## src/rtl/sw_debounce4.sv

```systemverilog
// sw_debounce4 -- four-channel switch conditioner for the AND-chain gate stage.
//   Each raw switch is brought into clk through a two-flop synchroniser, then
//   debounced: a new level must persist for DEBOUNCE_CYCLES synchronised
//   cycles before it is committed to sw_out. A commit also fires a one-cycle
//   rise/fall pulse for that channel and a shared 'changed' strobe.
// Ports:
//   clk      system clock (rising edge)
//   rst      synchronous active-high reset
//   sw_in    raw asynchronous switch levels, bit0..3 -> gate a..d
//   sw_out   debounced levels (flop outputs only)
//   rise     1-cycle pulse per channel on a 0->1 commit
//   fall     1-cycle pulse per channel on a 1->0 commit
//   changed  1-cycle pulse when any channel commits

// Single debounce channel: synchroniser, hold counter, level and edge flops.
module sw_debounce4_lane #(
  parameter int DEBOUNCE_CYCLES = 50000,
  parameter int CNT_W           = 16
) (
  input  logic clk,
  input  logic rst,
  input  logic din,
  output logic dout,
  output logic rise,
  output logic fall,
  output logic commit   // combinational: this edge commits a new level
);
  localparam logic [CNT_W-1:0] CNT_MAX = CNT_W'(DEBOUNCE_CYCLES - 1);

  logic             s1, s2;
  logic [CNT_W-1:0] cnt;
  logic             diff;

  assign diff   = s2 ^ dout;
  // Commit on the edge where the level has already been seen N-1 times;
  // this edge is the Nth, so the counter never needs to reach N.
  assign commit = diff && (cnt == CNT_MAX);

  always_ff @(posedge clk) begin
    if (rst) begin
      s1   <= 1'b0;
      s2   <= 1'b0;
      cnt  <= '0;
      dout <= 1'b0;
      rise <= 1'b0;
      fall <= 1'b0;
    end else begin
      s1   <= din;
      s2   <= s1;
      rise <= commit & s2;
      fall <= commit & ~s2;
      if (commit) begin
        dout <= s2;
        cnt  <= '0;
      end else if (diff) begin
        cnt  <= cnt + 1'b1;
      end else begin
        // Level matches (or bounced back): abandon any pending change.
        cnt  <= '0;
      end
    end
  end
endmodule

module sw_debounce4 #(
  parameter int DEBOUNCE_CYCLES = 50000,
  parameter int CNT_W           = 16
) (
  input  logic       clk,
  input  logic       rst,
  input  logic [3:0] sw_in,
  output logic [3:0] sw_out,
  output logic [3:0] rise,
  output logic [3:0] fall,
  output logic       changed
);
  localparam int NUM_LANES = 4;

  logic [NUM_LANES-1:0] commit;

  genvar i;
  generate
    for (i = 0; i < NUM_LANES; i++) begin : g_lane
      sw_debounce4_lane #(
        .DEBOUNCE_CYCLES(DEBOUNCE_CYCLES),
        .CNT_W          (CNT_W)
      ) u_lane (
        .clk   (clk),
        .rst   (rst),
        .din   (sw_in[i]),
        .dout  (sw_out[i]),
        .rise  (rise[i]),
        .fall  (fall[i]),
        .commit(commit[i])
      );
    end
  endgenerate

  // Registered from the same commit terms as rise/fall so it lines up with them.
  always_ff @(posedge clk) begin
    if (rst) changed <= 1'b0;
    else     changed <= |commit;
  end
endmodule

```

## config.mk

```make
export PLATFORM = sky130hd
export DESIGN_NAME = sw_debounce4
export DESIGN_NICKNAME = d
export VERILOG_FILES = /design/src/rtl/sw_debounce4.sv
export SDC_FILE = /design/constraint.sdc
export NUM_CORES = 1
export LEC_CHECK = 0
export ABC_AREA = 1
export CORE_MARGIN = 4
export CORE_UTILIZATION = 30
export CTS_CLUSTER_SIZE = 24
export DETAILED_ROUTE_END_ITERATION = 10
export GPL_TIMING_DRIVEN = 0
export HOLD_SLACK_MARGIN = 0.05
export PLACE_DENSITY = 0.53
export SLEW_MARGIN = 5
export SYNTH_ARGS = -nofsm -noshare
export SYNTH_HDL_FRONTEND = slang
export SYNTH_HIERARCHICAL = 1
export SYNTH_SLANG_ARGS = --single-unit
```

## constraint.sdc

```tcl
create_clock -name clk -period 1.7 [get_ports clk]
set_input_delay 0.255 -clock clk [delete_from_list [all_inputs] [get_ports clk]]
set_output_delay 0.255 -clock clk [all_outputs]
set_load 0.03 [all_outputs]
```

# [Word level (Yosys, flattened, before mapping)]
# Index checks and enable logic that the tools add are counted.
[totals] register_bits=85 in_bits=6 out_inout_bits=13
[classes] n_addsub=4 n_eq_ne=4 bitwise_logic=20 n_reduce_logical=9
[ops] cell="$add A16 B1 Y16 const B" n=4
[ops] cell="$eq A16 B16 Y1 const B" n=4
[ops] cell="$reduce_or A3 Y1" n=4
[ops] cell="$and A1 B1 Y1" n=8
[ops] cell="$not A1 Y1" n=8
[ops] cell="$logic_and A1 B1 Y1" n=4
[ops] cell="$reduce_or A4 Y1" n=1
[ops] cell="$xor A1 B1 Y1" n=4

# [Longest topological paths before layout]
[logic_depth] word_depth=3 ltp_mapped=8

# [Modules after synthesis]
# The synthesis kept the hierarchy.
[by_module_without_submodules] mod="sw_debounce4_lane" n_inst=4 cells_each=142 area_each_um2=1006.0
[by_module_without_submodules] mod="sw_debounce4" n_inst=1 cells_each=4 area_each_um2=32.5

# [Worst setup path after synthesis]
# Ideal clock, no wire load.
[synth_path] kind="reg2reg" from="reg g_lane[0].u_lane.cnt[0]" to="reg g_lane[0].u_lane.cnt[2]" setup_time_ns=0.116 arrival_ns=1.201 required_ns=1.584 slack_ns=0.383 stages_incl_launch_ff=8 n_path_buf=1 period_less_slack_ns=1.317 cell_sequence="dfxtp_1 -> ha_1 -> nand3_2 -> nor2_1 -> nand3_2 -> nand2_4 -> buf_8 -> nor2_1"
[synth_between] elab_chain_len=3 word_cells_on_any_way=4
[synth_rtl] item="from (decl)" line_no="31" text="logic [CNT_W-1:0] cnt;"
[synth_rtl] item="from (signal assigned)" line_no="56" text="cnt <= cnt + 1'b1;"
[synth_rtl] item="parallel branches: the longest is 3 deep, another holds $add A16 B1 Y16"
# Parallel ways; which one is timed is not known.
# A chain may end at the register's enable or synchronous reset.

# [Worst setup path after layout]
[layout_path] from="reg g_lane[2].u_lane.dout" to="out sw_out[2]"
[layout_lines] item="from (decl)" line_no="23" text="output logic dout,"
[layout_lines] item="from (signal assigned)" line_no="44" text="dout <= 1'b0;"
[layout_lines] item="from (signal assigned)" line_no="53" text="dout <= s2;"
[layout_lines] item="to (decl)" line_no="72" text="output logic [3:0] sw_out,"
# No word-level cell between the ends.

==> flow_metrics.tcl <==
set metrics [dict create \
    die-area_sq_um 15400 \
    crit_chain "clkdlybuf4s50_1" \
    pin_count 19 \
    syn-instance-count 572 \
    grt_pass1_wl_um 14000 \
    groute.usage.overall_pct 10.6 \
    nNetsFinal 611 \
    worstMarginPinSlew_ns 0.621 \
    placed_area_sq_um 4460 \
    cp_num_buf_inv 1 \
    path_max_fanout 3 \
    clockBufferDepth 2 \
    fp.dieW_um 124 \
    firstDrtPassIters 4 \
    cts-hold-fix-buffers 0 \
    hold_path.class "flip-flop to flip-flop" \
    synth_cell_type_count 17 \
    required_ns 1.44 \
    cts_tree "built" \
    setup.worst_path.end_class "primary output" \
    setup_tns_ns 0 \
    synth_fp_nets 582 \
    clkPwrFrac_pct 48.8 \
    swShare_pct 20.4 \
    grt_max_degree 30 \
    netlist.area_leader.share_pct 41.9 \
    power_density_nw_per_um2 855 \
    place_inst 766 \
    place_ws_ns -0.540 \
    cts-buffers-inserted 9 \
    synth_area_leaders "dfxtp_1, nor2_1, nand2_1" \
    path_delay_family "buffers and inverters" \
    fin_worst_skew_ns 0.00481 \
    startpoint_type "flip-flop" \
    power.switching_w 0.000828 \
    critPathMaxStageDelay_ns 0.69 \
    drcViolationCount 0 \
    grt_pass1_vias 3225 \
    path_clk_slew_ns 0.06 \
    p_int_w 0.00324 \
    yosysSeqAreaShare_pct 41.9 \
    antenna_found_initial 0 \
    rows 42 \
    grt.overflow.total 0 \
    slew_violations 0 \
    wl_um 7770 \
    layoutNonFillerInstCount 781 \
    peakVddDrop_mv 0.354 \
    criticalPathCategory "flip-flop to primary output" \
    synth_top_cell_by_area "dfxtp_1" \
    seqCellArea_sq_um 1700 \
    avgSynthCellArea_sq_um 7.09 \
    synth-seq-cells 85 \
    dp_hpwl_um 5660 \
    port_buffers 18 \
    diodes 0 \
    fmax_mhz 608 \
    p_leak_nw 1.86 \
    period_minus_slack_ns 1.64 \
    ant_nets 0 \
    drtIter0Drc 172 \
    pwr-share-seq_pct 49.5 \
    cts_max_level 3 \
    clock_latency_ns 0.33 \
    via_per_inst 4.27 \
    clock_sinks 85 \
    fillers 1385 \
    synth_warnings 6 \
    core_area_sq_um 13200 \
    multiInputGateArea_sq_um 1980 \
    maxCapViolations 0 \
    p_total_w 0.00406 \
    status "completed" \
    root_buffer "clkbuf_16" \
    critPathSlowestCell "clkdlybuf4s50_1" \
    start_util_pct 30.6 \
    combPwrFrac_pct 1.7 \
    final_hold_viol_count 0 \
    rsz0062_at_grt "no" \
    setup_ws_ns 0.0562 \
    drive_gt1_share_pct 6.61 \
    die_h_um 124 \
    arrival_ns 1.39 \
    finalSetupViolations 0 \
    final_area_sq_um 4750 \
    gp_congestion 0.792 \
    syn-cell-area_sq_um 4060 \
    area_growth_pct 17.2 \
    fin_crit_sh_pct 96.7 \
    wl_per_cell_um 9.94 \
    via_count 3337 \
    timing.slew.headroom_pct 58.6 \
]
## metal layers
layer | up-vias | global-route usage (%) | wire length (um)
met3 | 7 | 3.00 | 246
met2 | 37 | 17.7 | 3520
met4 | 0 | 3.48 | 60
met5 | - | 0 | 0
li1 | 1797 | - | -
met1 | 1496 | 13.3 | 3940
## path summary, 6_finish.rpt
check                                      from                                  to  depth (start not counted)  slack (ns)
max          g_lane[2].u_lane/dout$_SDFFE_PP0P_                           sw_out[2]                          1        0.06
min              g_lane[3].u_lane/s1$_SDFF_PP0_      g_lane[3].u_lane/s2$_SDFF_PP0_                          2        0.42
max reg2reg  g_lane[1].u_lane/cnt[0]$_SDFF_PP0_  g_lane[1].u_lane/cnt[6]$_SDFF_PP0_                          7        0.19
min reg2reg      g_lane[3].u_lane/s1$_SDFF_PP0_      g_lane[3].u_lane/s2$_SDFF_PP0_                          2        0.42
## state kept, by name, summed over array words and instances (netlist names)
name / count
g_lane.u_lane/fall: 4
changed: 1
g_lane.u_lane/s1: 4
g_lane.u_lane/dout: 4
g_lane.u_lane/rise: 4
g_lane.u_lane/cnt: 64
g_lane.u_lane/s2: 4
## worst reg2reg max path, stage by stage (launching register included)
cell     delay [ns]
dfxtp_1        0.35
ha_1           0.21
nand3_2        0.16
nor2_1         0.17
nand3_2        0.16
nand2_4        0.15
buf_8          0.15
nor2_1         0.05
## synthesized netlist by cell type, drive strengths merged
cell and instances:
nand3b 4, a21oi 1, dfxtp 85, xor2 24
nand3 40, nor3 16, xnor2 12, and2 4
nor2 142, ha 4, inv 84, buf 4
nand2 136, nand4 16
## cell families (layout without fill, tap and decap cells)
logic type               count (synthesis)  count (layout)  share of synthesized area [%]
XOR/XNOR                                36              36                           7.77
adder cells (fa/ha/maj)                  4               4                           1.23
flip-flops                              85              85                           41.9
buffers and inverters                   88             121                           9.25
AO/OA/AOI/OAI                            1               1                          0.123
AND/OR/NAND/NOR                        358             358                           39.7
## timing repair
| item | CTS | global route |
|---|---|---|
| setup buffers | 0 | 0 |
| hold endpoints to repair | 0 | 0 |
| setup endpoints to repair | 65 | 41 |
| gates resized for setup | 2 | 3 |
## per-stage QoR
step	hold slack (ns)	utilization, %
final	0.419	35.9
after global routing	0.419	35.9
after CTS	0.419	35.9
after detailed placement	0.416	33.7
after global placement	0.425	33.7
after floorplan	0.324	-
## final cells by class
class                           count  area share (%)
Multi-Input combinational cell    399            41.6
Sequential cell                    85            35.8
Inverter                           84            6.63
Clock buffer                       11            5.32
Tap cell                          176            4.63
Timing Repair Buffer               18            3.71
Buffer                              4            1.26
Clock inverter                      4            1.00
## cell usage in the layout, fill, tap and decap left out
master and n:
nor2_1 134, nand2_1 132, dfxtp_1 85, inv_1 84
nand3_1 32, xor2_1 24, nand4_1 16, nor3_1 16
clkdlybuf4s50_1 15, xnor2_1 12, clkbuf_16 9, nand3_2 8
nor2_4 8, nand2_4 4, buf_8 4, nand3b_1 4
and2_0 4, ha_1 4, clkinv_2 2, clkbuf_8 2
a21oi_1 1, bufinv_16 1, clkinvlp_4 1, clkbuf_2 1
dlymetal6s2s_1 1, dlygate4sd2_1 1
## power by group through the flow
stage / Clock (W) / Sequential (W) / Combinational, W
global placement: 0 / 0.00206 / 0.0000721
detailed placement: 0 / 0.00206 / 0.0000730
global route: 0.00212 / 0.00201 / 0.0000794
finish: 0.00198 / 0.00201 / 0.0000695
CTS: 0.00205 / 0.00201 / 0.0000722
floorplan: 0 / 0.00205 / 0.0000405
(Power assumes the default switching activity.)
